--- src/rtl/iterative_multiplier_wb_pkg.sv ---
// Shared encodings for the iterative LEGv8 multiplier: opcodes, FSM states
// and the zero-register index.
package iterative_multiplier_wb_pkg;

    typedef enum logic [1:0] {
        OP_MUL   = 2'b00,
        OP_SMULH = 2'b01,
        OP_UMULH = 2'b10,
        OP_RSVD  = 2'b11
    } op_e;

    typedef enum logic [1:0] {
        ST_IDLE = 2'b00,
        ST_RUN  = 2'b01,
        ST_FIX  = 2'b10,
        ST_WB   = 2'b11
    } state_e;

    localparam logic [4:0] XZR = 5'd31;

endpackage

--- src/rtl/iterative_multiplier_wb_dp.sv ---
// Shift-add datapath: holds hi/lo/multiplicand and performs one radix-2
// iteration per enabled clock. Sequencing lives in the top level.
module mul_shift_add_dp #(
    parameter int WIDTH = 64
) (
    input  logic               clk,
    input  logic               rst_n,
    input  logic               i_load,
    input  logic               i_step,
    input  logic [WIDTH-1:0]   i_mcand,
    input  logic [WIDTH-1:0]   i_mplier,
    output logic [2*WIDTH-1:0] o_product
);

    logic [WIDTH-1:0] r_hi;
    logic [WIDTH-1:0] r_lo;
    logic [WIDTH-1:0] r_mcand;
    logic [WIDTH-1:0] w_addend;
    logic [WIDTH:0]   w_sum;

    // The multiplier is shifted out of lo while product bits shift in above it.
    assign w_addend  = r_lo[0] ? r_mcand : '0;
    assign w_sum     = {1'b0, r_hi} + {1'b0, w_addend};
    assign o_product = {r_hi, r_lo};

    // NOTE: state registers use non-blocking assignments so every flop samples
    // pre-edge values, regardless of statement order.
    always_ff @(posedge clk or negedge rst_n) begin
        if (!rst_n) begin
            r_hi    <= '0;
            r_lo    <= '0;
            r_mcand <= '0;
        end else if (i_load) begin
            r_hi    <= '0;
            r_lo    <= i_mplier;
            r_mcand <= i_mcand;
        end else if (i_step) begin
            r_hi <= w_sum[WIDTH:1];
            r_lo <= {w_sum[0], r_lo[WIDTH-1:1]};
        end
    end

endmodule

--- src/rtl/iterative_multiplier_wb.sv ---
// Multi-cycle 64x64 MUL/SMULH/UMULH unit that owns the register-file write
// port for its result and stalls the front end while busy.
module iterative_multiplier_wb
    import iterative_multiplier_wb_pkg::*;
#(
    parameter int WIDTH = 64,
    parameter int CNT_W = 7
) (
    input  logic             Clk,
    input  logic             Rst_n,
    input  logic             Start,
    input  logic [1:0]       Op,
    input  logic [4:0]       Rd,
    input  logic [WIDTH-1:0] BusA,
    input  logic [WIDTH-1:0] BusB,
    input  logic             Abort,
    output logic             Stall,
    output logic [WIDTH-1:0] BusW,
    output logic [4:0]       RW,
    output logic             RegWr
);

    state_e           r_state;
    logic [CNT_W-1:0] r_cnt;
    op_e              r_op;
    logic [4:0]       r_rd;
    logic             r_neg;
    logic [WIDTH-1:0] r_busw;
    logic [4:0]       r_rw;
    logic             r_regwr;

    logic               w_load;
    logic               w_step;
    logic               w_smulh;
    logic               w_neg;
    logic [WIDTH-1:0]   w_mcand;
    logic [WIDTH-1:0]   w_mplier;
    logic [2*WIDTH-1:0] w_prod;
    logic [2*WIDTH-1:0] w_res;
    logic [WIDTH-1:0]   w_wb_data;

    // WB also accepts a new request so a held Start issues every 66 cycles.
    assign w_load = Start && !Abort && (r_state == ST_IDLE || r_state == ST_WB);
    assign w_step = (r_state == ST_RUN) && !Abort;

    // Magnitudes are unsigned, so |0x8000...0| = 2^63 is represented exactly.
    assign w_smulh  = (op_e'(Op) == OP_SMULH);
    assign w_neg    = w_smulh && (BusA[WIDTH-1] ^ BusB[WIDTH-1]);
    assign w_mcand  = (w_smulh && BusA[WIDTH-1]) ? -BusA : BusA;
    assign w_mplier = (w_smulh && BusB[WIDTH-1]) ? -BusB : BusB;

    mul_shift_add_dp #(.WIDTH(WIDTH)) u_dp (
        .clk       (Clk),
        .rst_n     (Rst_n),
        .i_load    (w_load),
        .i_step    (w_step),
        .i_mcand   (w_mcand),
        .i_mplier  (w_mplier),
        .o_product (w_prod)
    );

    assign w_res     = r_neg ? -w_prod : w_prod;
    assign w_wb_data = (r_op == OP_SMULH || r_op == OP_UMULH) ? w_res[2*WIDTH-1:WIDTH]
                                                              : w_res[WIDTH-1:0];

    always_ff @(posedge Clk or negedge Rst_n) begin
        if (!Rst_n) begin
            r_state <= ST_IDLE;
            r_cnt   <= '0;
            r_op    <= OP_MUL;
            r_rd    <= '0;
            r_neg   <= 1'b0;
            r_busw  <= '0;
            r_rw    <= '0;
            r_regwr <= 1'b0;
        end else if (Abort && r_state != ST_IDLE) begin
            r_state <= ST_IDLE;
            r_cnt   <= '0;
            r_regwr <= 1'b0;
        end else if (w_load) begin
            r_state <= ST_RUN;
            r_cnt   <= '0;
            r_op    <= op_e'(Op);
            r_rd    <= Rd;
            r_neg   <= w_neg;
            r_regwr <= 1'b0;
        end else begin
            case (r_state)
                ST_RUN: begin
                    r_cnt <= r_cnt + CNT_W'(1);
                    if (r_cnt == CNT_W'(WIDTH - 1)) begin
                        r_state <= ST_FIX;
                    end
                end
                ST_FIX: begin
                    r_busw  <= w_wb_data;
                    r_rw    <= r_rd;
                    r_regwr <= (r_rd != XZR);
                    r_state <= ST_WB;
                end
                ST_WB: begin
                    r_regwr <= 1'b0;
                    r_state <= ST_IDLE;
                end
                default: r_state <= ST_IDLE;
            endcase
        end
    end

    assign Stall = (r_state != ST_IDLE);
    assign BusW  = r_busw;
    assign RW    = r_rw;
    assign RegWr = r_regwr;

endmodule

--- config.mk ---
export PLATFORM = sky130hd
export DESIGN_NAME = iterative_multiplier_wb
export DESIGN_NICKNAME = d
export VERILOG_FILES = /design/src/rtl/iterative_multiplier_wb_pkg.sv /design/src/rtl/iterative_multiplier_wb_dp.sv /design/src/rtl/iterative_multiplier_wb.sv
export SDC_FILE = /design/constraint.sdc
export NUM_CORES = 1
export LEC_CHECK = 0
export BUFFER_PORTS_ARGS = -buffer_cell sky130_fd_sc_hd__buf_2
export CAP_MARGIN = 25
export CORE_UTILIZATION = 50
export DETAILED_ROUTE_END_ITERATION = 10
export PLACE_DENSITY = 0.69
export SLEW_MARGIN = 30
export SYNTH_ARGS = -nofsm -noshare
export SYNTH_HDL_FRONTEND = slang
export SYNTH_SLANG_ARGS = --single-unit
--- constraint.sdc ---
create_clock -name Clk -period 4.8 [get_ports Clk]
set_input_delay 0 -clock Clk [delete_from_list [all_inputs] [get_ports Clk]]
set_output_delay 0 -clock Clk [all_outputs]
set_load 0.01 [all_outputs]
==> results of run 1 <==
==> state kept, by name (all words and copies together), names as in the netlist <==
signal / cells
BusW: 64
u_dp.r_hi: 64
u_dp.r_lo: 64
u_dp.r_mcand: 64
r_cnt: 7
RW: 5
r_rd: 5
r_op: 2
r_state: 2
RegWr: 1
r_neg: 1
==> through the flow <==
stage,cells,utilization,worst slack (ps),area (um2),hold slack (ps)
4_1_cts,3781,0.621,495,26300,16.9
6_report,3782,0.621,422,26300,9.46
5_1_grt,3781,0.621,79.7,26300,54.2
2_1_floorplan,2853,-,876,21600,-296
3_3_place_gp,3541,0.552,581,23400,40.2
3_5_place_dp,3541,0.552,507,23400,45.8
==> worst max-delay path by stage <==
stage,endpoint,slack (ps),depth (start not counted)
6_report,BusW[15],420,9
2_1_floorplan,BusW[47],880,12
3_5_place_dp,BusW[15],510,9
4_1_cts,BusW[15],500,9
3_3_place_gp,BusW[33],580,10
5_1_grt,u_dp.r_hi[57],80,14
==> what timing repair did <==
action,CTS,global route
setup endpoints to repair,0,0
gates resized for setup,0,0
hold endpoints to repair,223,0
hold buffers,186,0
==> logic make-up after synthesis <==
family	after synthesis
buf+inv	198
compound gates	774
simple gates	1223
flops	279
xor+xnor	299
mux	7
fa+ha+maj	73
==> routing by layer <==
| metal | GRT usage | up-vias | wire length (um) |
|---|---|---|---|
| li1 | - | 10700 | - |
| met1 | 0.508 | 11100 | 36200 |
| met2 | 0.601 | 1029 | 37400 |
| met3 | 0.0575 | 183 | 6210 |
| met4 | 0.142 | 0 | 3600 |
| met5 | 0 | - | 0 |
==> worst max-delay path: stages, from the launching register on <==
cell	delay, ps
dfrtp_1	430
or4_1	540
or3_1	470
or4b_1	720
or3_1	430
or4_1	750
or3_1	430
o21ai_1	160
xor2_1	190
o221ai_1	130
==> layout by cell type, fill, tap and decap left out, types with 16 or more instances in the layout <==
master	count
nor4_1	39
xnor2_1	158
nand2_1	543
o21ai_0	257
or4_1	28
or3_1	49
buf_4	61
nand3_1	43
clkbuf_16	31
dlygate4sd3_1	186
nor2_1	240
xor2_1	139
and3_1	16
a211oi_1	16
nand4_1	33
ha_1	72
a31oi_1	78
a21o_1	43
o41ai_1	24
a21oi_1	209
buf_2	208
dfrtp_1	278
inv_1	36
o31ai_1	51
nand2b_1	17
nor3_1	72
and2_1	80
==> area by class of cell <==
type | instances | area [um2] | area share
clock buffer | 41 | 863 | 0.0329
sequential | 279 | 6980 | 0.266
inverter | 36 | 135 | 0.00514
clock inverter | 13 | 171 | 0.00652
antenna | 1 | 2.50 | 0.0000952
timing repair buffer | 459 | 3440 | 0.131
multi-input combinational | 2376 | 14000 | 0.531
tap | 577 | 722 | 0.0275
==> power groups by stage <==
stage	Sequential (mW)	Combinational [mW]	Clock [mW]
4_1_cts	4.83	9.29	2.51
2_1_floorplan	4.34	6.00	0
3_3_place_gp	4.84	9.03	0
6_report	4.91	9.50	2.48
5_1_grt	4.99	10.3	2.60
3_5_place_dp	4.87	9.09	0
==> out/metrics.csv, run 1 <==
stage;metric;value;unit
status;outcome;completed;
setup_path;cp_data_arrival_time;4810;ps
setup_path;rrSetupSlack;420;ps
global_routing;grt_max_degree;133;
sta;tns;0;ps
global_routing;overflow;0;
synthesis;synth_edf_count;0;
sta;slew_violations;0;
detailed_routing;wl_per_cell;22.0;um
layout;fill_cells;3760;
place;gp_congestion;1.03;
setup_path;worstSetupPathType;flop to flop;
clock_network;clock-root-buffer;clkbuf_16;
power;power.leakage;11.5;nW
clock_network;cts_tree;yes;
synthesis;synth_compound_area_frac;0.214;
layout;syn2layout_area_growth;21.4;%
clock_network;cts_buffer_depth;3;
setup_path;path_max_fanout;10;
die;dieHeight;210;um
sta;hold_viol;0;
place;hpwl;61900;um
flow_run;cap_viol_max_count;0;
synthesis;ys_top_cells_by_area;dfrtp_1, nand2_1, xnor2_1;
synthesis;ys_top_cells_by_count;nand2_1, dfrtp_1, o21ai_0;
power;sw_frac_of_total;0.508;
sta;max_freq;228;MHz
sta;worstMarginPinSlew;1050;ps
synthesis;yosys.area_share.simple;0.261;
synthesis;synth-xor-area-share;0.121;
synthesis;synth_top_family_by_area;simple AND/OR/NAND/NOR gates;
sta;skew;31.0;ps
die;die_w;210;um
setup_path;startpoint_type;flop;
global_routing;antenna_found_initial;1;
synthesis;yosys.area.top_type_share;0.323;
power;finalPower;16.9;mW
setup_path;cp.required;5230;ps
sta;rsz0062_at_grt;no;
worst_hold_path;hp-class;input pin to async pin;
detailed_routing;wirelength;83400;um
die;initial_core_util;0.511;
synthesis;synthCells;2853;
power;clockPowerShare;0.147;
clock_network;clk_latency;600;ps
global_routing;grt_usage;0.374;
synthesis;synth.avg_cell_area;7.59;um2
setup_path;reg2reg_from;u_dp.r_lo[15];
power;ir_worst_vdd;0.301;mV
clock_network;clk_pin_slew_worst_paths;60;ps
detailed_routing;vias_per_cell;6.10;
setup_path;startpoint;u_dp.r_lo[15];
die;core_area;42300;um2
synthesis;synth-seq-cells;279;
synthesis;synthArstFlopShare;1.00;
global_routing;grt_pass1_vias;22000;
sta;period_needed;4380;ps
sta;max-slew-margin-rel;0.298;
power;p_int;8.31;mW
layout;drive_gt1_frac;0.113;
place;portBuffers;209;
synthesis;ys_warn_count;0;
power;p_switching;8.58;mW
layout;nNetsFinal;3395;
clock_network;cts_setup_buffers;0;
setup_path;ff2ff_path_depth;9;
synthesis;synthMuxAreaShare;0.00324;
power;power_density;643;nW/um2
synthesis;synth_cell_types;69;
synthesis;yosysSeqAreaShare;0.323;
detailed_routing;vias;23100;
power;combPwrFrac;0.563;
detailed_routing;postRouteAntennaNets;0;
synthesis;syn_nets;3065;
synthesis;ys.flop_type;dfrtp_1;
sta;post-route-period-util;0.912;
clock_network;clock-sinks;279;
sta;setup_viol;0;
detailed_routing;drt_iter0_drc;2357;
die;dieArea;44100;um2
synthesis;synthAdderAreaFrac;0.0426;
detailed_routing;remaining_drc_errors;0;
global_routing;grt_pass1_wl;129000;um
detailed_routing;dr.pass1.iters;6;
power;seqPwrFrac;0.290;
clock_network;cts_made_buffers;31;
synthesis;synth_most_common_cell;nand2_1;
die;ios;210;
synthesis;synth_area;21600;um2
setup_path;crit_path_end_kind;flop;
die;rows;75;
synthesis;synth_top_area_cell;dfrtp_1;
setup_path;r2r-end;BusW[15];
clock_network;h-tree-depth;1;
No activity file was read; power rests on OpenSTA's default activity.
==> inputs of run 2 (changes only) <==
BUFFER_PORTS_ARGS = -buffer_cell sky130_fd_sc_hd__buf_4   (was -buffer_cell sky130_fd_sc_hd__buf_2)
==> run 2 against run 1 <==
Effect of this change:
- fmax down 6.0%
- critical path depth increased by 4
- via count fell by 1.0%
- clock-buffer cell count is 5 higher
- first-iteration DRC count grew 6.4%
- sequential power down 1%
- wire length is 1.0% lower
- combinational power grew 2.4%
- sequential cell count unchanged
- die area is the same
- global-route usage decreased by 0.085 points
- non-clock buffer count decreased by 18
==> out/metrics.csv, run 2 (synthesized netlist as in run 1, its figures left out) <==
stage;metric;value;unit;change
status;outcome;completed;;
die;dieHeight;210;um;unchanged
setup_path;crit_path_end_kind;flop;;
layout;multi_input_area;14000;um2;about the same
worst_hold_path;hp-class;input pin to flop;;
worst_hold_path;min-delay-start;Abort;;
detailed_routing;dr.pass1.iters;6;;unchanged
clock_network;cts_tree;yes;;
clock_network;clk_pin_slew_worst_paths;60;ps;about the same
die;dieArea;44100;um2;unchanged
power;finalPower;17.1;mW;+1.4%
setup_path;max_stage_delay;880;ps;+130 ps
sta;rsz0062_at_grt;no;;
global_routing;grt_pass1_wl;128000;um;-0.69%
power;ir_worst_vdd;0.274;mV;-9.1%
die;core_area;42300;um2;unchanged
layout;fin_cells;3766;;-0.42%
clock_network;h-tree-depth;2;;+1
sta;hold_viol;0;;unchanged
sta;worstMarginPinSlew;982;ps;-64.6 ps
layout;layout_common_cells;nand2_1, dfrtp_1, buf_4, o21ai_0, nor2_1;;
sta;setup_viol;0;;unchanged
global_routing;grt_usage;0.373;;-0.000854
layout;syn2layout_area_growth;23.3;%;
setup_path;path_max_fanout;19;;+9
layout;fill_cells;3778;;+0.48%
global_routing;grt_pass1_vias;21800;;-1.2%
global_routing;grtUsageMet2;0.594;;-0.00710
global_routing;grt_use_met1;0.510;;+0.00289
power;power.leakage;11.6;nW;+0.96%
place;dp_cells;3542;;+0.028%
setup_path;worstSetupPathType;flop to flop;;
setup_path;startpoint_type;flop;;
layout;drive_gt1_frac;0.115;;+0.00214
setup_path;cp_slowest_cell;a2111oi_0;;
detailed_routing;remaining_drc_errors;0;;unchanged
detailed_routing;wl_per_cell;21.9;um;-0.62%
setup_path;crit_chain;and2_1 > ha_1 > fa_1 > a21o_1 > a2111oi_0 > or3b_2 > a2111oi_0 > nor3_1 > o31ai_1 > o21ai_0 > o21ai_0 > xor2_1 > a22o_1;;
sta;hold_ws;51.7;ps;+42.3 ps
die;initial_core_util;0.511;;unchanged
global_routing;grt.busiest_layer;met2;;
place;gp_congestion;1.06;;+3.7%
sta;max_freq;215;MHz;-6.0%
detailed_routing;postRouteAntennaNets;0;;unchanged
global_routing;overflow;0;;unchanged
sta;slew_violations;0;;unchanged
clock_network;clock-sinks;279;;unchanged
sta;post-route-period-util;0.970;;+0.0577
detailed_routing;drt_iter0_drc;2508;;+6.4%
clock_network;cts_buffer_depth;3;;unchanged
die;ios;210;;unchanged
place;hpwl;61600;um;-0.45%
sta;period_needed;4660;ps;+277 ps
flow_run;cap_viol_max_count;0;;unchanged
clock_network;clock-root-buffer;clkbuf_16;;
die;die_w;210;um;unchanged
clock_network;clk_latency;550;ps;-50 ps
setup_path;cp.required;5240;ps;about the same
setup_path;cp_data_arrival_time;5100;ps;+290 ps
detailed_routing;vias_per_cell;6.06;;-0.62%
clock_network;ctsHoldBuffers;164;;-12%
sta;skew;21.2;ps;-9.77 ps
setup_path;reg2reg_from;u_dp.r_lo[0];;
detailed_routing;wirelength;82500;um;-1.0%
setup_path;startpoint;u_dp.r_lo[0];;
global_routing;antenna_found_initial;3;;+2
clock_network;cts_setup_buffers;0;;unchanged
detailed_routing;vias;22800;;-1.0%
layout;utilization;0.631;;+0.00976
sta;max-slew-margin-rel;0.329;;+0.0308
power;power_density;642;nW/um2;-0.16%
sta;tns;0;ps;unchanged
die;rows;75;;unchanged
layout;nNetsFinal;3380;;-0.44%
layout;regArea;6980;um2;unchanged
clock_network;cts_made_buffers;34;;+9.7%
place;portBuffers;209;;unchanged
global_routing;grtUsageMet3;0.0584;;+0.000894
global_routing;grt_max_degree;260;;+95%
layout;final_common_cell;nand2_1;;
clock_network;ctsResizeCount;0;;unchanged
==> run 2: changes by cell type in the layout (fill, tap and decap cells not counted), sizes merged <==
| cell | delta |
|---|---|
| dlygate4sd3 | -21 |
| clkinv | -1 |
| inv | +1 |
| buf | +3 |
| bufinv | -3 |
| clkbuf | +5 |
==> run 2: where the power goes <==
part           internal, mW  switching [mW]
sequential             3.41            1.45
clock                  1.48            1.06
combinational          3.63            6.10
total                  8.52            8.61
==> run 2: final timing paths <==
| path | end | slack [ps] | depth (start not counted) |
|---|---|---|---|
| setup / recovery | u_dp.r_hi[57] | 140 | 13 |
| hold / removal | r_state[0] | 50 | 4 |
| setup reg to reg | u_dp.r_hi[57] | 140 | 13 |
| hold reg to reg | RW[3] | 470 | 2 |
| max in group asynchronous | u_dp.r_mcand[23] | 3010 | 5 |
| min in group asynchronous | u_dp.r_lo[24] | 480 | 3 |
==> run 2: critical path: cells and delay by family (launching register included) <==
| kind | cells | cell delay, ps |
|---|---|---|
| compound gates | 7 | 2010 |
| simple gates | 3 | 1070 |
| flops | 1 | 670 |
| fa+ha+maj | 2 | 640 |
| xor+xnor | 1 | 160 |
==> run 2: stage by stage <==
step                area, um2  setup WS [ps]
floorplan               21600            876
global placement        23900            435
detailed placement      23900            318
CTS                     26600            300
global route            26700           7.56
finish                  26700            145
==> run 2: area by class of cell <==
type                    instances  share of cell area
diodes                          1           0.0000938
clock buffers                  46              0.0366
clock inverters                10             0.00342
inverters                      36             0.00506
multi-input cells            2376               0.523
flip-flops and latches        279               0.262
well taps                     577              0.0270
repair buffers                441               0.143
==> run 2: per-layer routing <==
layer,share of wire,vias to the layer above,wire [um]
met1,0.43,11000,35400
li1,-,10700,-
met5,0.00016,-,13
met4,0.037,2,3040
met3,0.079,158,6510
met2,0.46,1001,37500
